[config.mk]
export PLATFORM = sky130hd
export DESIGN_NAME = f11_vic
export DESIGN_NICKNAME = d
export VERILOG_FILES = /design/src/rtl/f11_vic_pkg.sv /design/src/rtl/f11_vic_arb.sv /design/src/rtl/f11_vic.sv
export SDC_FILE = /design/constraint.sdc
export NUM_CORES = 1
export LEC_CHECK = 0
export CAP_MARGIN = 15
export CORE_UTILIZATION = 40
export CTS_CLUSTER_DIAMETER = 80
export DETAILED_ROUTE_END_ITERATION = 6
export PLACE_DENSITY_LB_ADDON = 0.15
export SLEW_MARGIN = 20
export SYNTH_ARGS = -nofsm -noshare
export SYNTH_HDL_FRONTEND = slang
export SYNTH_SLANG_ARGS = --single-unit
[constraint.sdc]
create_clock -name vm_clk_p -period 1.91 [get_ports vm_clk_p]
set_input_delay 0.382 -clock vm_clk_p [delete_from_list [all_inputs] [get_ports vm_clk_p]]
set_output_delay 0.382 -clock vm_clk_p [all_outputs]
set_load 0.01 [all_outputs]
[src/rtl/f11_vic_pkg.sv]
// Shared types and constants for the f11_vic vectored interrupt controller.
package f11_vic_pkg;

  localparam int VIC_VW = 16;
  localparam int VIC_PW = 2;

  typedef enum logic [1:0] {
    VIC_IDLE = 2'd0,
    VIC_ARB  = 2'd1,
    VIC_ACK  = 2'd2,
    VIC_HOLD = 2'd3
  } vic_state_e;

  // Width of a channel index; a single channel still needs one bit.
  function automatic int idx_w(input int n);
    return (n > 1) ? $clog2(n) : 1;
  endfunction

endpackage

[src/rtl/f11_vic_arb.sv]
// Combinational priority encoder: highest priority among asserted requests wins, ties go to the lowest index.
module f11_vic_arb
  import f11_vic_pkg::*;
#(
  parameter int NIRQ = 8,
  parameter int IW = 3,
  parameter logic [NIRQ*VIC_PW-1:0] IVC_PRI = '0
) (
  input  logic [NIRQ-1:0] irq,
  output logic [IW-1:0]   idx,
  output logic            valid
);

  logic [VIC_PW-1:0] best;

  // Strict greater-than keeps the earliest (lowest) index on a tie.
  always_comb begin
    valid = 1'b0;
    idx   = '0;
    best  = '0;
    for (int i = 0; i < NIRQ; i++) begin
      if (irq[i] && (!valid || IVC_PRI[i*VIC_PW +: VIC_PW] > best)) begin
        valid = 1'b1;
        idx   = IW'(i);
        best  = IVC_PRI[i*VIC_PW +: VIC_PW];
      end
    end
  end

endmodule

[src/rtl/f11_vic.sv]
// Vectored interrupt controller: drives vm_virq priority lines and answers vector / fast-input strobes.
// Handshake: a strobe is taken in IDLE, answered by exactly one wbi_ack_o cycle, then the strobe must go low before another is accepted.
module f11_vic
  import f11_vic_pkg::*;
#(
  parameter int NIRQ = 8,
  parameter logic [NIRQ*VIC_VW-1:0] IVC_VEC = '0,
  parameter logic [NIRQ*VIC_PW-1:0] IVC_PRI = '0
) (
  input  logic              vm_clk_p,
  input  logic              vm_init,
  input  logic [NIRQ-1:0]   irq_i,
  output logic [NIRQ-1:0]   iack_o,
  output logic [7:4]        vm_virq,
  input  logic              wbi_stb_i,
  input  logic              wbi_una_i,
  output logic              wbi_ack_o,
  output logic [15:0]       wbi_dat_o,
  input  logic [15:0]       una_dat_i,
  output vic_state_e        state
);

  localparam int IW = idx_w(NIRQ);

  vic_state_e        state_nxt;
  logic [IW-1:0]     win_idx;
  logic              win_valid;
  logic [IW-1:0]     lat_idx;
  logic [VIC_VW-1:0] lat_dat;
  logic              lat_una;
  logic [3:0]        virq_nxt;

  f11_vic_arb #(
    .NIRQ    (NIRQ),
    .IW      (IW),
    .IVC_PRI (IVC_PRI)
  ) u_arb (
    .irq   (irq_i),
    .idx   (win_idx),
    .valid (win_valid)
  );

  always_comb begin
    virq_nxt = '0;
    for (int i = 0; i < NIRQ; i++) begin
      virq_nxt[IVC_PRI[i*VIC_PW +: VIC_PW]] = virq_nxt[IVC_PRI[i*VIC_PW +: VIC_PW]] | irq_i[i];
    end
  end

  // An empty ARB goes to HOLD without ack; the CPU bus timer ends that cycle.
  always_comb begin
    state_nxt = state;
    case (state)
      VIC_IDLE: if (wbi_stb_i) state_nxt = wbi_una_i ? VIC_ACK : VIC_ARB;
      VIC_ARB: begin
        if (!wbi_stb_i)      state_nxt = VIC_IDLE;
        else if (!win_valid) state_nxt = VIC_HOLD;
        else                 state_nxt = VIC_ACK;
      end
      VIC_ACK:  state_nxt = VIC_HOLD;
      VIC_HOLD: if (!wbi_stb_i) state_nxt = VIC_IDLE;
      default:  state_nxt = VIC_IDLE;
    endcase
  end

  always_ff @(posedge vm_clk_p or posedge vm_init) begin
    if (vm_init) begin
      state   <= VIC_IDLE;
      vm_virq <= '0;
      lat_idx <= '0;
      lat_dat <= '0;
      lat_una <= 1'b0;
    end else begin
      state   <= state_nxt;
      vm_virq <= virq_nxt;
      if (state == VIC_IDLE && wbi_stb_i && wbi_una_i) begin
        lat_dat <= una_dat_i;
        lat_una <= 1'b1;
      end else if (state == VIC_ARB && wbi_stb_i && win_valid) begin
        lat_dat <= IVC_VEC[int'(win_idx)*VIC_VW +: VIC_VW];
        lat_idx <= win_idx;
        lat_una <= 1'b0;
      end
    end
  end

  // Outputs decode from state so an asynchronous reset clears them at once.
  always_comb begin
    wbi_ack_o = (state == VIC_ACK);
    wbi_dat_o = (state == VIC_ACK) ? lat_dat : '0;
    iack_o    = '0;
    if (state == VIC_ACK && !lat_una) iack_o[lat_idx] = 1'b1;
  end

endmodule

### Yosys cells after proc, flatten, opt, wreduce, memory -nomap -nowiden

Cells that the tools add are included.
W data, S select, Z words.

* output and inout bits: 31
* register bits: 23
* bits of input ports: 28

* muxes and demuxes: 29
* bitwise gates (word level): 8
* shifts and indexed selects: 1
* reductions and logical operators: 25
* eq/ne operators: 5
* magnitude comparators: 2

Operators with widths (count)
* $shiftx A128 B8 Y16 const A: 1
* $mux W16: 3
* $mux W3: 6
* $logic_and A1 B1 Y1: 13
* $mux W1: 13
* $logic_not A1 Y1: 8
* $mux W2: 4
* $mux W8: 1
* $pmux W2 S4: 1
* $or A1 B1 Y1: 7
* $eq A2 B2 Y1 const B: 2
* $lt A3 B4 Y1 const B: 1
* $ne A2 B2 Y1 const B: 2
* $reduce_and A2 Y1: 2
* $demux W1 S3: 1
* $ge A3 B1 Y1 const B: 1
* $eq A2 B1 Y1 const B: 1
* $logic_not A2 Y1: 1
* $reduce_bool A2 Y1: 1
* $not A1 Y1: 1

### Longest topological paths before layout

* word-level depth: 25
* gate-level depth with buffers: 5

### Hierarchy

From an unflattened synthesis, not the netlist that was laid out.

* cell total of the unflattened synthesis: 109
* area total of the unflattened synthesis: 1184.9 um^2

Modules (own cells, without submodules)
* f11_vic: cells each 95, instances 1, area each 1102.3 um^2
* f11_vic_arb: cells each 14, instances 1, area each 82.6 um^2

### Least setup slack after synthesis

Ideal clock, no wire load.

* path kind: reg2out
* start: register state[0]
* end: output iack_o[0]
* buffers on the path: 0
* slack: 164 ps
* stages on the path, launching flop included: 4
* required time: 1528 ps
* arrival: 1364 ps
* path through: dfrtp_1 > nor2b_1 > or3b_2 > nor3_1

* cells in the longest elaborated chain, start to end: 3

RTL lines
* from (decl): line f11_vic.sv:20 `output vic_state_e state`
* from (signal assigned): line f11_vic.sv:74 `state <= state_nxt;`
* $eq A2 B2 Y1: line f11_vic.sv:92 `if (state == VIC_ACK && !lat_una) iack_o[lat_idx] = 1'b1;`
* $logic_and A1 B1 Y1: line f11_vic.sv:92
* $mux W8: line f11_vic.sv:92
* to (decl): line f11_vic.sv:13 `output logic [NIRQ-1:0] iack_o,`

Every way passes these cells.

### Worst setup path in the final report

* start: register state[0]
* end: output iack_o[6]

The elaborated chain is that of the path after synthesis.

==> results.sh <==
export IMPL_antenna_found_initial=0
export IMPL_worstSkewPairLatency_ns=0.32
export IMPL_drt_iter0_drc=35
export IMPL_layout_nets=235
export IMPL_htreeDepth=1
export IMPL_die_width_um=57.26
export IMPL_ir_drop_uv=552.9
export IMPL_first_global_vias=1221
export IMPL_area_growth_syn_to_layout_pct=49.28
export IMPL_cp_max_fo=4
export IMPL_start_util_pct=43.17
export IMPL_grt_met2_usage_pct=37.98
export IMPL_finalCritPeriodShare_pct=105.3
export IMPL_layout_setup_ws_ns=-0.1013
export IMPL_vias=1205
export IMPL_cap_violations=0
export IMPL_grt_use_met3_pct=2.721
export IMPL_grt_ovfl_total=0
export IMPL_yosys_area_top_type="dfrtp_1"
export IMPL_clockBufferDepth=2
export IMPL_yosys_top_cells_area="dfrtp_1, nand2_1, and2_1, o21ai_0, nor2_1"
export IMPL_async_flop_share_pct=100.0
export IMPL_failed_checks="design-rule violations, negative setup slack"
export IMPL_drive_gt1_share_pct=24.76
export IMPL_max_freq_mhz=497.2
export IMPL_die_area_sq_mm=0.003278
export IMPL_ys_ff_latch=23
export IMPL_grt_util_met1_pct=26.65
export IMPL_die_h_um=57.26
export IMPL_drt_wl_total_mm=3.208
export IMPL_netlist_area_sq_mm=0.001221
export IMPL_design_area_sq_mm=0.001823
export IMPL_setup_tns_ns=-0.2400
export IMPL_antennaDiodeCount=0
export IMPL_synth_warnings=0
export IMPL_arrival_ns=1.63
export IMPL_ys_types=31
export IMPL_rsz0062_at_grt="yes"
export IMPL_yosysSeqAreaShare_pct=47.13
export IMPL_critPathRequiredTime_ns=1.53
export IMPL_postRouteAntennaNets=0
export IMPL_power_mw=2.029
export IMPL_firstDrtPassIters=6
export IMPL_ioPinCount=59
export IMPL_post_dp_cell_area_sq_mm=0.001842
export IMPL_synth_edf_count=0
export IMPL_syn_area_per_cell_sq_um=8.661
export IMPL_min_period_ns=2.011
export IMPL_viasPerCell=5.084
export IMPL_clk_pin_slew_ns=0.14
export IMPL_cts_sinks=23
export IMPL_synthMostInstantiatedCell="nand2_1"
export IMPL_wl_per_cell_um=13.54
export IMPL_p_leak_nw=0.8678
export IMPL_finalSetupViolations=5
export IMPL_grt_pass1_wl_mm=5.395
export IMPL_fill_cells=267
export IMPL_ff2ff_path_depth=5
export IMPL_grt_total_usage_pct=21.02
export IMPL_worstSetupPathType="register to output pin"
export IMPL_place_congestion=0.7413
export IMPL_cp_start_kind="register"
export IMPL_synth_common_cells="nand2_1, dfrtp_1, and2_1, o21ai_0, nor2_1"
export IMPL_cts_root_buffer="clkbuf_4"
export IMPL_rows=19
export IMPL_core_area_sq_mm=0.002829
export IMPL_hpwl_mm=2.278
export IMPL_grt_max_degree=24
export IMPL_top_usage_layer="met2"
export IMPL_final_max_slew_viol_count=0
export IMPL_outcome="complete, but fails checks"
export IMPL_powerDensity_mw_per_mm2=1113
export IMPL_hold_viol=0
export IMPL_hold_class="input port to asynchronous set/reset pin"
export IMPL_drcViolationCount=8
export IMPL_yosysTopAreaCellShare_pct=47.13
export IMPL_fin_skew_ns=0.007795
export IMPL_cts_buffers_inserted=3
export IMPL_cts_tree="built"
export IMPL_end_kind="output pin"
export IMPL_synth_ff_type="dfrtp_1"
export IMPL_synth_cells=141
export IMPL_port_buffers=55
-- where the power goes --
part / switching, mW / internal (mW) / total (mW)
sequential: 0.117 / 0.695 / 0.812
combinational: 0.481 / 0.496 / 0.978
clock: 0.159 / 0.0799 / 0.239
total: 0.758 / 1.27 / 2.03
-- metal layers --
layer	vias to the layer above	part of all wire (%)	wire length (um)
li1	586	-	-
met2	27	52	1673
met1	590	44	1405
met5	-	0	0
met4	0	0.34	11
met3	2	3.6	117
-- through the flow --
| step | std cells | utilization (%) | hold slack, ns | setup slack, ns |
|---|---|---|---|---|
| final | 237 | 64.44 | 0.3938 | -0.1013 |
| after CTS | 237 | 64.93 | 0.4053 | -0.1284 |
| after detailed placement | 228 | 65.10 | 0.5113 | -0.2296 |
| after global routing | 237 | 64.44 | 0.4261 | -0.1684 |
| after global placement | 228 | 65.10 | 0.4990 | -0.1712 |
| after floorplan | 143 | - | 0.3839 | 0.1637 |
-- worst max-delay path, stage by stage, from the launching register on --
cell,delay [ns]
dfrtp_1,0.41
nor2b_2,0.16
or3b_4,0.43
buf_6,0.13
nor2_4,0.08
buf_6,0.11
-- area by class of cell --
| type | instances | area [sq um] | share of cell area (%) |
|---|---|---|---|
| inverter | 3 | 11.26 | 0.6177 |
| sequential | 23 | 575.6 | 31.57 |
| clock buffer | 3 | 22.52 | 1.235 |
| multi-input combinational | 106 | 603.1 | 33.08 |
| timing repair buffer | 70 | 564.3 | 30.95 |
| clock inverter | 1 | 7.507 | 0.4118 |
| tap | 31 | 38.79 | 2.128 |
-- state kept, by name, indices dropped and copies added, names as in the netlist --
name / count
vm_virq: 1
lat_una: 1
state: 2
lat_dat: 16
lat_idx: 3
-- logic make-up after synthesis --
family	after synthesis	synth area share (%)
other	1	0.3071
AO/OA/AOI/OAI	24	11.78
buffers and inverters	14	6.352
multiplexers	1	1.229
flip-flops	23	47.13
AND/OR/NAND/NOR	78	33.20
-- worst paths after layout --
check	start	endpoint	slack (ns)
worst max-delay path	state[0]$_DFFE_PP0P_	iack_o[6]	-0.10
worst min-delay path	vm_init	vm_virq[4]$_DFF_PP0_	0.39
worst max register to register	state[1]$_DFFE_PP0P_	lat_dat[13]$_DFFE_PP0P_	0.38
worst min register to register	lat_dat[11]$_DFFE_PP0P_	lat_dat[11]$_DFFE_PP0P_	0.52
max in group asynchronous	vm_init	lat_dat[14]$_DFFE_PP0P_	1.28
min in group vm_clk_p	lat_dat[11]$_DFFE_PP0P_	lat_dat[11]$_DFFE_PP0P_	0.52
-- timing repair --
action | 4_1_cts | 5_1_grt
gates cloned | 0 | 0
hold buffers | 0 | 0
buffers inserted | 5 | 0
pin swaps | 4 | 1
endpoints found under the setup margin | 25 | 12
gates resized for setup | 90 | 10
-- cell usage in the layout (no fill, tap or decap), drive strengths merged, types with 3 or more instances in the layout --
cell type,netlist,final
dfrtp,23,23
clkbuf,3,8
buf,8,33
nor2,13,13
clkdlybuf4s50,0,29
nand2b,4,4
o21ai,17,17
inv,3,3
conb,1,3
nand2,34,34
and2,16,16
Note: power is estimated with default switching activity, not from simulation.
